==> src/rtl/my_bullet_control.sv <==
// Player bullet manager: spawns bullets at the plane nose, moves them up once per frame,
// retires them at the screen top or on kill, and answers renderer pixel queries.
module my_bullet_control #(
   parameter int unsigned N_BULLETS     = 8,
   parameter logic [10:0] BULLET_HALF_W = 11'd4,
   parameter logic [10:0] BULLET_HALF_H = 11'd8,
   parameter logic [10:0] PLANE_HALF_H  = 11'd64,
   parameter logic [10:0] SPEED         = 11'd6,
   parameter logic [5:0]  COOLDOWN      = 6'd10
) (
   input  logic                 clk,
   input  logic                 rst,
   input  logic                 vs_neg,
   input  logic                 fire,
   input  logic [10:0]          my_plane_x,
   input  logic [10:0]          my_plane_y,
   input  logic [10:0]          pix_x,
   input  logic [10:0]          pix_y,
   input  logic                 kill_valid,
   input  logic [3:0]           kill_idx,
   output logic                 bullet_pixel,
   output logic [N_BULLETS-1:0] bullet_active,
   output logic [4:0]           bullet_count,
   output logic                 busy
);

   localparam logic [10:0] RETIRE_LIM = SPEED + BULLET_HALF_H;
   localparam logic [10:0] SPAWN_OFS  = PLANE_HALF_H + BULLET_HALF_H;
   localparam logic [3:0]  LAST_IDX   = 4'(N_BULLETS - 1);

   typedef enum logic [1:0] {S_IDLE, S_UPDATE, S_SPAWN} state_t;

   state_t               state, state_nxt;
   logic [3:0]           idx, idx_nxt;
   logic [10:0]          bx [N_BULLETS];
   logic [10:0]          by [N_BULLETS];
   logic [N_BULLETS-1:0] active;
   logic [5:0]           cooldown;
   logic                 fire_pend;

   logic [5:0]           cd_dec;
   logic                 pend_eff;
   logic                 free_found;
   logic [3:0]           free_idx;
   logic                 spawn_ok;
   logic [10:0]          spawn_y;
   logic                 hit_c;
   logic [4:0]           cnt_c;
   logic signed [11:0]   dx, dy;
   logic [11:0]          ax, ay;

   assign bullet_active = active;
   assign busy          = (state != S_IDLE);

   always_comb begin
      state_nxt = state;
      idx_nxt   = idx;
      case (state)
         S_IDLE: begin
            if (vs_neg) begin
               state_nxt = S_UPDATE;
               idx_nxt   = '0;
            end
         end
         S_UPDATE: begin
            if (idx == LAST_IDX) begin
               state_nxt = S_SPAWN;
               idx_nxt   = '0;
            end else begin
               idx_nxt = idx + 4'd1;
            end
         end
         S_SPAWN: state_nxt = S_IDLE;
         default: state_nxt = S_IDLE;
      endcase
   end

   // A fire request held through the frame where cooldown expires counts in that same frame.
   always_comb begin
      cd_dec     = (cooldown != '0) ? cooldown - 6'd1 : '0;
      pend_eff   = fire_pend | (fire & (cd_dec == '0));
      free_found = 1'b0;
      free_idx   = '0;
      for (int unsigned i = 0; i < N_BULLETS; i++) begin
         if (!active[i] && !free_found) begin
            free_found = 1'b1;
            free_idx   = 4'(i);
         end
      end
      spawn_y  = my_plane_y - SPAWN_OFS;
      spawn_ok = (state == S_SPAWN) && pend_eff && free_found && (my_plane_y >= SPAWN_OFS);
   end

   always_comb begin
      hit_c = 1'b0;
      cnt_c = '0;
      dx    = '0;
      dy    = '0;
      ax    = '0;
      ay    = '0;
      for (int unsigned i = 0; i < N_BULLETS; i++) begin
         dx = $signed({1'b0, pix_x}) - $signed({1'b0, bx[i]});
         dy = $signed({1'b0, pix_y}) - $signed({1'b0, by[i]});
         ax = dx[11] ? 12'(-dx) : 12'(dx);
         ay = dy[11] ? 12'(-dy) : 12'(dy);
         if (active[i] && (ax < {1'b0, BULLET_HALF_W}) && (ay < {1'b0, BULLET_HALF_H}))
            hit_c = 1'b1;
         cnt_c = cnt_c + 5'(active[i]);
      end
   end

   always_ff @(posedge clk or posedge rst) begin
      if (rst) begin
         state        <= S_IDLE;
         idx          <= '0;
         active       <= '0;
         cooldown     <= '0;
         fire_pend    <= 1'b0;
         bullet_pixel <= 1'b0;
         bullet_count <= '0;
         for (int unsigned i = 0; i < N_BULLETS; i++) begin
            bx[i] <= '0;
            by[i] <= '0;
         end
      end else begin
         state        <= state_nxt;
         idx          <= idx_nxt;
         bullet_pixel <= hit_c;
         bullet_count <= cnt_c;

         if (state == S_SPAWN)
            cooldown <= spawn_ok ? COOLDOWN : cd_dec;

         if (spawn_ok)
            fire_pend <= 1'b0;
         else if (fire && (cooldown == '0))
            fire_pend <= 1'b1;

         // Later assignments override earlier ones, so kill beats update and spawn.
         for (int unsigned i = 0; i < N_BULLETS; i++) begin
            if ((state == S_UPDATE) && (idx == 4'(i)) && active[i]) begin
               if (by[i] < RETIRE_LIM)
                  active[i] <= 1'b0;
               else
                  by[i] <= by[i] - SPEED;
            end
            if (spawn_ok && (free_idx == 4'(i))) begin
               bx[i]     <= my_plane_x;
               by[i]     <= spawn_y;
               active[i] <= 1'b1;
            end
            if (kill_valid && (kill_idx == 4'(i)))
               active[i] <= 1'b0;
         end
      end
   end

endmodule

==> config.mk <==
export PLATFORM = sky130hd
export DESIGN_NAME = my_bullet_control
export DESIGN_NICKNAME = d
export VERILOG_FILES = /design/src/rtl/my_bullet_control.sv
export SDC_FILE = /design/constraint.sdc
export NUM_CORES = 1
export LEC_CHECK = 0
export ABC_AREA = 0
export CORE_ASPECT_RATIO = 0.9
export CORE_MARGIN = 2
export CORE_UTILIZATION = 45
export CTS_CLUSTER_DIAMETER = 120
export DETAILED_ROUTE_END_ITERATION = 10
export DONT_BUFFER_PORTS = 1
export PLACE_DENSITY = 0.71
export SKIP_CTS_REPAIR_TIMING = 1
export SYNTH_ARGS = -nofsm -noshare
export SYNTH_HDL_FRONTEND = slang
export SYNTH_SLANG_ARGS = --single-unit
==> constraint.sdc <==
create_clock -name clk -period 8.8 [get_ports clk]
set_clock_uncertainty 0.1 [all_clocks]
set_input_delay 1.76 -clock clk [delete_from_list [all_inputs] [get_ports clk]]
set_output_delay 1.76 -clock clk [all_outputs]
set_load 0.05 [all_outputs]
; After elaboration in Yosys (flattened, before gate mapping)
; Index checks and enable logic that the tools add are counted.
[op_classes]
n_lt_le_gt_ge = 25
n_reduce_logical = 124
eq_ne = 33
muxes = 105
add_sub_neg = 50
bitwise_logic = 2
[op_table]
columns = op, count
row1 = 11-bit 2-to-1 mux, 24
row2 = 12-bit 2-to-1 mux, 16
row3 = 12-bit negator, 16
row4 = 11-bit by 11-bit subtractor with 12-bit output, 16
row5 = 12-bit by 3-bit < comparator with 1-bit output (second input constant), 8
row6 = 12-bit by 4-bit < comparator with 1-bit output (second input constant), 8
row7 = 11-bit by 4-bit < comparator with 1-bit output (second input constant), 8
row8 = 11-bit by 3-bit subtractor with 11-bit output (second input constant), 8
row9 = 1-bit logical AND, 59
row10 = 1-bit 2-to-1 mux, 51
row11 = 4-bit by 3-bit == test with 1-bit output (second input constant), 12
row12 = 3-bit nonzero test, 16
row13 = 2-bit AND reduction, 18
row14 = 4-bit 2-to-1 mux, 8
row15 = 4-bit by 2-bit == test with 1-bit output (second input constant), 6
row16 = 2-bit nonzero test, 11
row17 = 2-bit by 1-bit inequality test with 1-bit output (second input constant), 9
row18 = 5-bit by 1-bit adder with 5-bit output, 3
row19 = 1-bit logical NOT, 13
row20 = 4-bit by 1-bit == test with 1-bit output (second input constant), 3
row21 = 4-bit logical NOT, 3
row22 = 6-bit logical NOT, 2
row23 = 6-bit 2-to-1 mux, 2
row24 = 11-bit by 7-bit >= comparator with 1-bit output (second input constant), 1
row25 = 17 further kinds, 18
[totals]
reg_bits = 203
wordCells = 369
out_inout_bits = 15
input_bits = 53

; Longest topological paths before layout
[logic_depth]
depth_word = 26
depth_mapped = 16

; Least setup slack after synthesis
; No wires, ideal clock.
[synth_path]
path_type = input -> register
from = in pix_x[0]
to = reg bullet_pixel
t_required_ns = 8.561
slack_ns = 3.698
arrival_ns = 4.863
cell_stages = 13
path_cell_list = inv_1 ha_1 fa_1 nor2b_1 o22ai_2 xnor2_1 or4_4 or3_1 o2111ai_2 a222oi_1 a32oi_1 o311ai_1 or4_1
[synth_between]
elab_chain_len = 14
elab_cells_between_ends = 56
[synth_lines]
columns = element, line_no
row1 = from (decl), 17  ; input logic [10:0] pix_x,
row2 = 11-bit by 11-bit subtractor with 12-bit output, 102  ; dx = $signed({1'b0, pix_x}) - $signed({1'b0, bx[i]});
row3 = 12-bit negator, 104  ; ax = dx[11] ? 12'(-dx) : 12'(dx);
row4 = 12-bit 2-to-1 mux, 104
row5 = 12-bit by 3-bit < comparator with 1-bit output, 106  ; if (active[i] && (ax < {1'b0, BULLET_HALF_W}) && (ay < {1'b0, BULLET_HALF_H}))
row6 = 1-bit logical AND (2 in a row), 106
row7 = 1-bit 2-to-1 mux (7 in a row), 106
row8 = 1-bit 2-to-1 mux *, 106
row9 = via hit_c, 47  ; logic hit_c;
row10 = to (signal assigned), 128  ; bullet_pixel <= hit_c;
row11 = to (decl), 21  ; output logic bullet_pixel,
; The timed path passes the listed nets; every way through them passes the cells marked *.
; A chain may end at the register's enable or synchronous reset.

; Worst setup path after layout
; Ends and elaborated chain as after synthesis.

==> run_results.csv <==
group,metric,value,unit
cells_and_area,fin_util,49.3,%
flow_run,drv_cap,0,
synth,ys_top_cells_by_area,"dfrtp_1 25%, ha_1 12%, xnor2_1 5.2%",
synth,syn_nets,2763,
clock_network,htree_levels,1,
synth,synth-edff-count,0,
die,dieArea,46100,um2
pwr,p_clk_share,30.8,%
synth,synth_cell_types,88,
sta,fmaxAchievable,189,MHz
critical_path,path_cells,"inv_1 -> ha_1 -> fa_1 -> nor2b_1 -> o22ai_2 -> xnor2_1 -> or4_4 -> or3_1 -> o2111ai_2 -> a222oi_1 -> a32oi_1 -> o311ai_1 -> or4_1",
synth,synth_top_area_share,25.3,%
global_routing,first_global_vias,18200,
sta,worst_hold_slack,0.391,ns
critical_path,startpoint_type,"input pin",
pwr,switchingPower,1.59,mW
cells_and_area,fin_cells,3095,
cells_and_area,drive_gt1_share,5.77,%
pwr,peakVddDrop,154,uV
routing,finalWirelength,60400,um
synth,synth_area,20000,um2
routing,via_per_inst,6.07,
clock_network,numCtsBuffers,26,
critical_path,endpoint_kind,"flop",
sta,slew_headroom,27.8,%
clock_network,cts_tree,"done",
sta,fin_crit_sh,60.0,%
critical_path,crit_family,"simple AND/OR/NAND/NOR gates",
pwr,p_seq_share,29.2,%
pwr,p_per_area,187,nW/um2
clock_network,clockBufferDepth,3,
pwr,power.static_leakage,9.53,nW
clock_network,cts_sinks,202,
cells_and_area,layout.nets,2742,
critical_path,reg2reg_slack,4.68,ns
pwr,swShare,39.1,%
critical_path,worst_path_largest_cell_delay,0.57,ns
sta,rsz0062_at_grt,"no",
die,fp.coreArea,44000,um2
synth,syn_area_per_cell,8.02,um2
routing,vias,18800,
die,die_h,204,um
cells_and_area,syn_to_final_growth,8.48,%
synth,syn_inst,2495,
sta,finalHoldViolCount,0,
die,initial_core_util,45.4,%
global_routing,grt.overflow.total,0,
routing,drc_errors,0,
status,outcome,"completed",
die,die_x,226,um
placed_design,dp_cells,3046,
critical_path,crit_arrival,5.60,ns
routing,wire_per_inst,19.5,um
routing,firstDrtPassIters,5,
synth,yosysWarnings,0,
critical_path,path_max_fanout,8,
synth,synth_seq_cells,202,
synth,yosysSeqAreaShare,25.3,%
cells_and_area,fill_cells,4246,
sta,slew_violations,0,
die,pin_count,68,
routing,ant_nets,0,
critical_path,cp.required,9.12,ns
cells_and_area,final_cell_area,21700,um2
clock_network,ctsRootBufferMaster,"clkbuf_16",
sta,fin_crit,5.28,ns
synth,async_reset_ff_share,100,%
die,fp-row-count,73,
global_routing,antenna_found_initial,1,
clock_network,clk_latency,0.56,ns
global_routing,grt_pass1_wl,96000,um
min_path,holdCritPathClass,"flop to flop",
global_routing,globalRouteTotalUtil,26.2,%
placed_design,portBuffers,0,
critical_path,path_class,"input pin to flop",
synth,synth_largest_area_cell,"dfrtp_1",
routing,drt_iter0_markers,1593,
synth,ys.flop_type,"dfrtp_1",
sta,worst_pin_slew,1.07,ns
placed_design,dpl.hpwl,44300,um
placed_design,gp_congestion,0.942,
critical_path,critical_path_buf_inv_count,1,
sta,finalSetupViolCount,0,
global_routing,grt_max_degree,98,
pwr,p_comb_share,40.0,%
sta,setup-tns-final,0,ns
placed_design,placed_area,20700,um2
pwr,p_int,2.47,mW
clock_network,clk_pin_slew,0.06,ns
critical_path,critPathSlowestCell,"or4_4",
power groups by stage:
| stage | Clock [mW] | Sequential (mW) | Combinational (mW) |
|---|---|---|---|
| final | 1.25 | 1.18 | 1.62 |
| after global routing | 1.30 | 1.20 | 1.80 |
| after CTS | 1.27 | 1.18 | 1.60 |
| after detailed placement | 0 | 1.20 | 1.59 |
| after global placement | 0 | 1.19 | 1.53 |
| after floorplan | 0 | 1.16 | 1.25 |
cells by family (layout without fill, tap and decap cells):
family                   after synthesis  count (layout)  synth area share (%)
flip-flops                           202             202                  25.3
buffers and inverters                296             295                  5.57
XOR/XNOR                             169             169                  7.40
other                                  1               2                0.0188
multiplexers                          54              54                  2.93
AND/OR/NAND/NOR                      859             859                  21.5
adder cells (fa/ha/maj)              215             215                  14.2
AO/OA/AOI/OAI                        699             699                  23.1
worst reg2reg max path, delay by kind of cell (launching register included):
kind	cells	cell delay, ns
DFF	1	1.01
AOI/OAI and AO/OA	4	1.40
and+or+nand+nor	3	1.12
adders and majority gates	1	0.39
registers in the layout, indices dropped and copies added (netlist names), 2 cells and up:
signal and count:
bullet_active 8, bullet_count 4, bx 88, by 88
cooldown 6, idx 4, state 2
final cells by class:
| cell class | count | area [um2] | area share, % |
|---|---|---|---|
| diodes | 1 | 2.50 | 0.0115 |
| clock buffers | 40 | 815 | 3.75 |
| clock inverters | 8 | 190 | 0.877 |
| inverters | 233 | 882 | 4.07 |
| multi-input cells | 1997 | 13900 | 64.0 |
| flip-flops and latches | 202 | 5050 | 23.3 |
| well taps | 600 | 751 | 3.46 |
| repair buffers | 14 | 108 | 0.496 |
layout by cell type (no fill, tap or decap), types with 51 or more instances in the layout:
master	n
a21oi_1	157
dfrtp_1	202
ha_1	195
inv_1	232
nand2_1	235
nand3_1	56
nor2_1	186
nor2b_1	53
nor3_1	60
o21ai_0	190
xnor2_1	114
xor2_1	51
cells in the mapped netlist, drive strengths merged, types with 24 or more instances:
library cell and number:
dfrtp 202, a31oi 24, nor3 66, nor4 38, nand4 28, o21a 32, nor2 186, ha 195
a21oi 158, a211oi 26, o21ai 191, clkbuf 60, xor2 51, mux2 36, or3 33, nor2b 53
nand2 235, xnor2 118, inv 233, a21o 28, o2111ai 26, nand2b 47, nand3 56, o211ai 24
path summary, 6_finish.rpt:
path                       cells after the start             start           end
min in group asynchronous                      1               rst        by[75]
max reg2reg                                    8  bullet_active[0]        by[72]
min reg2reg                                    1             by[8]         by[8]
max in group asynchronous                      2               rst        by[19]
max                                           13          pix_x[0]  bullet_pixel
min                                            1             by[8]         by[8]
metrics by stage:
| step | total power, mW | setup slack (ns) |
|---|---|---|
| after floorplan | 2.41 | 1.43 |
| after global placement | 2.72 | 3.12 |
| after detailed placement | 2.79 | 3.03 |
| after CTS | 4.05 | 3.59 |
| after global routing | 4.31 | 3.33 |
| final | 4.06 | 3.52 |
routing by layer:
layer / part of all wire [%] / routed length [um] / global-route usage (%)
met1: 44 / 26700 / 35.7
met2: 45 / 27000 / 42.5
met3: 8.1 / 4890 / 4.03
met4: 3.2 / 1900 / 8.81
met5: 0 / 0 / 0
Power figures use the tool's default switching activity.
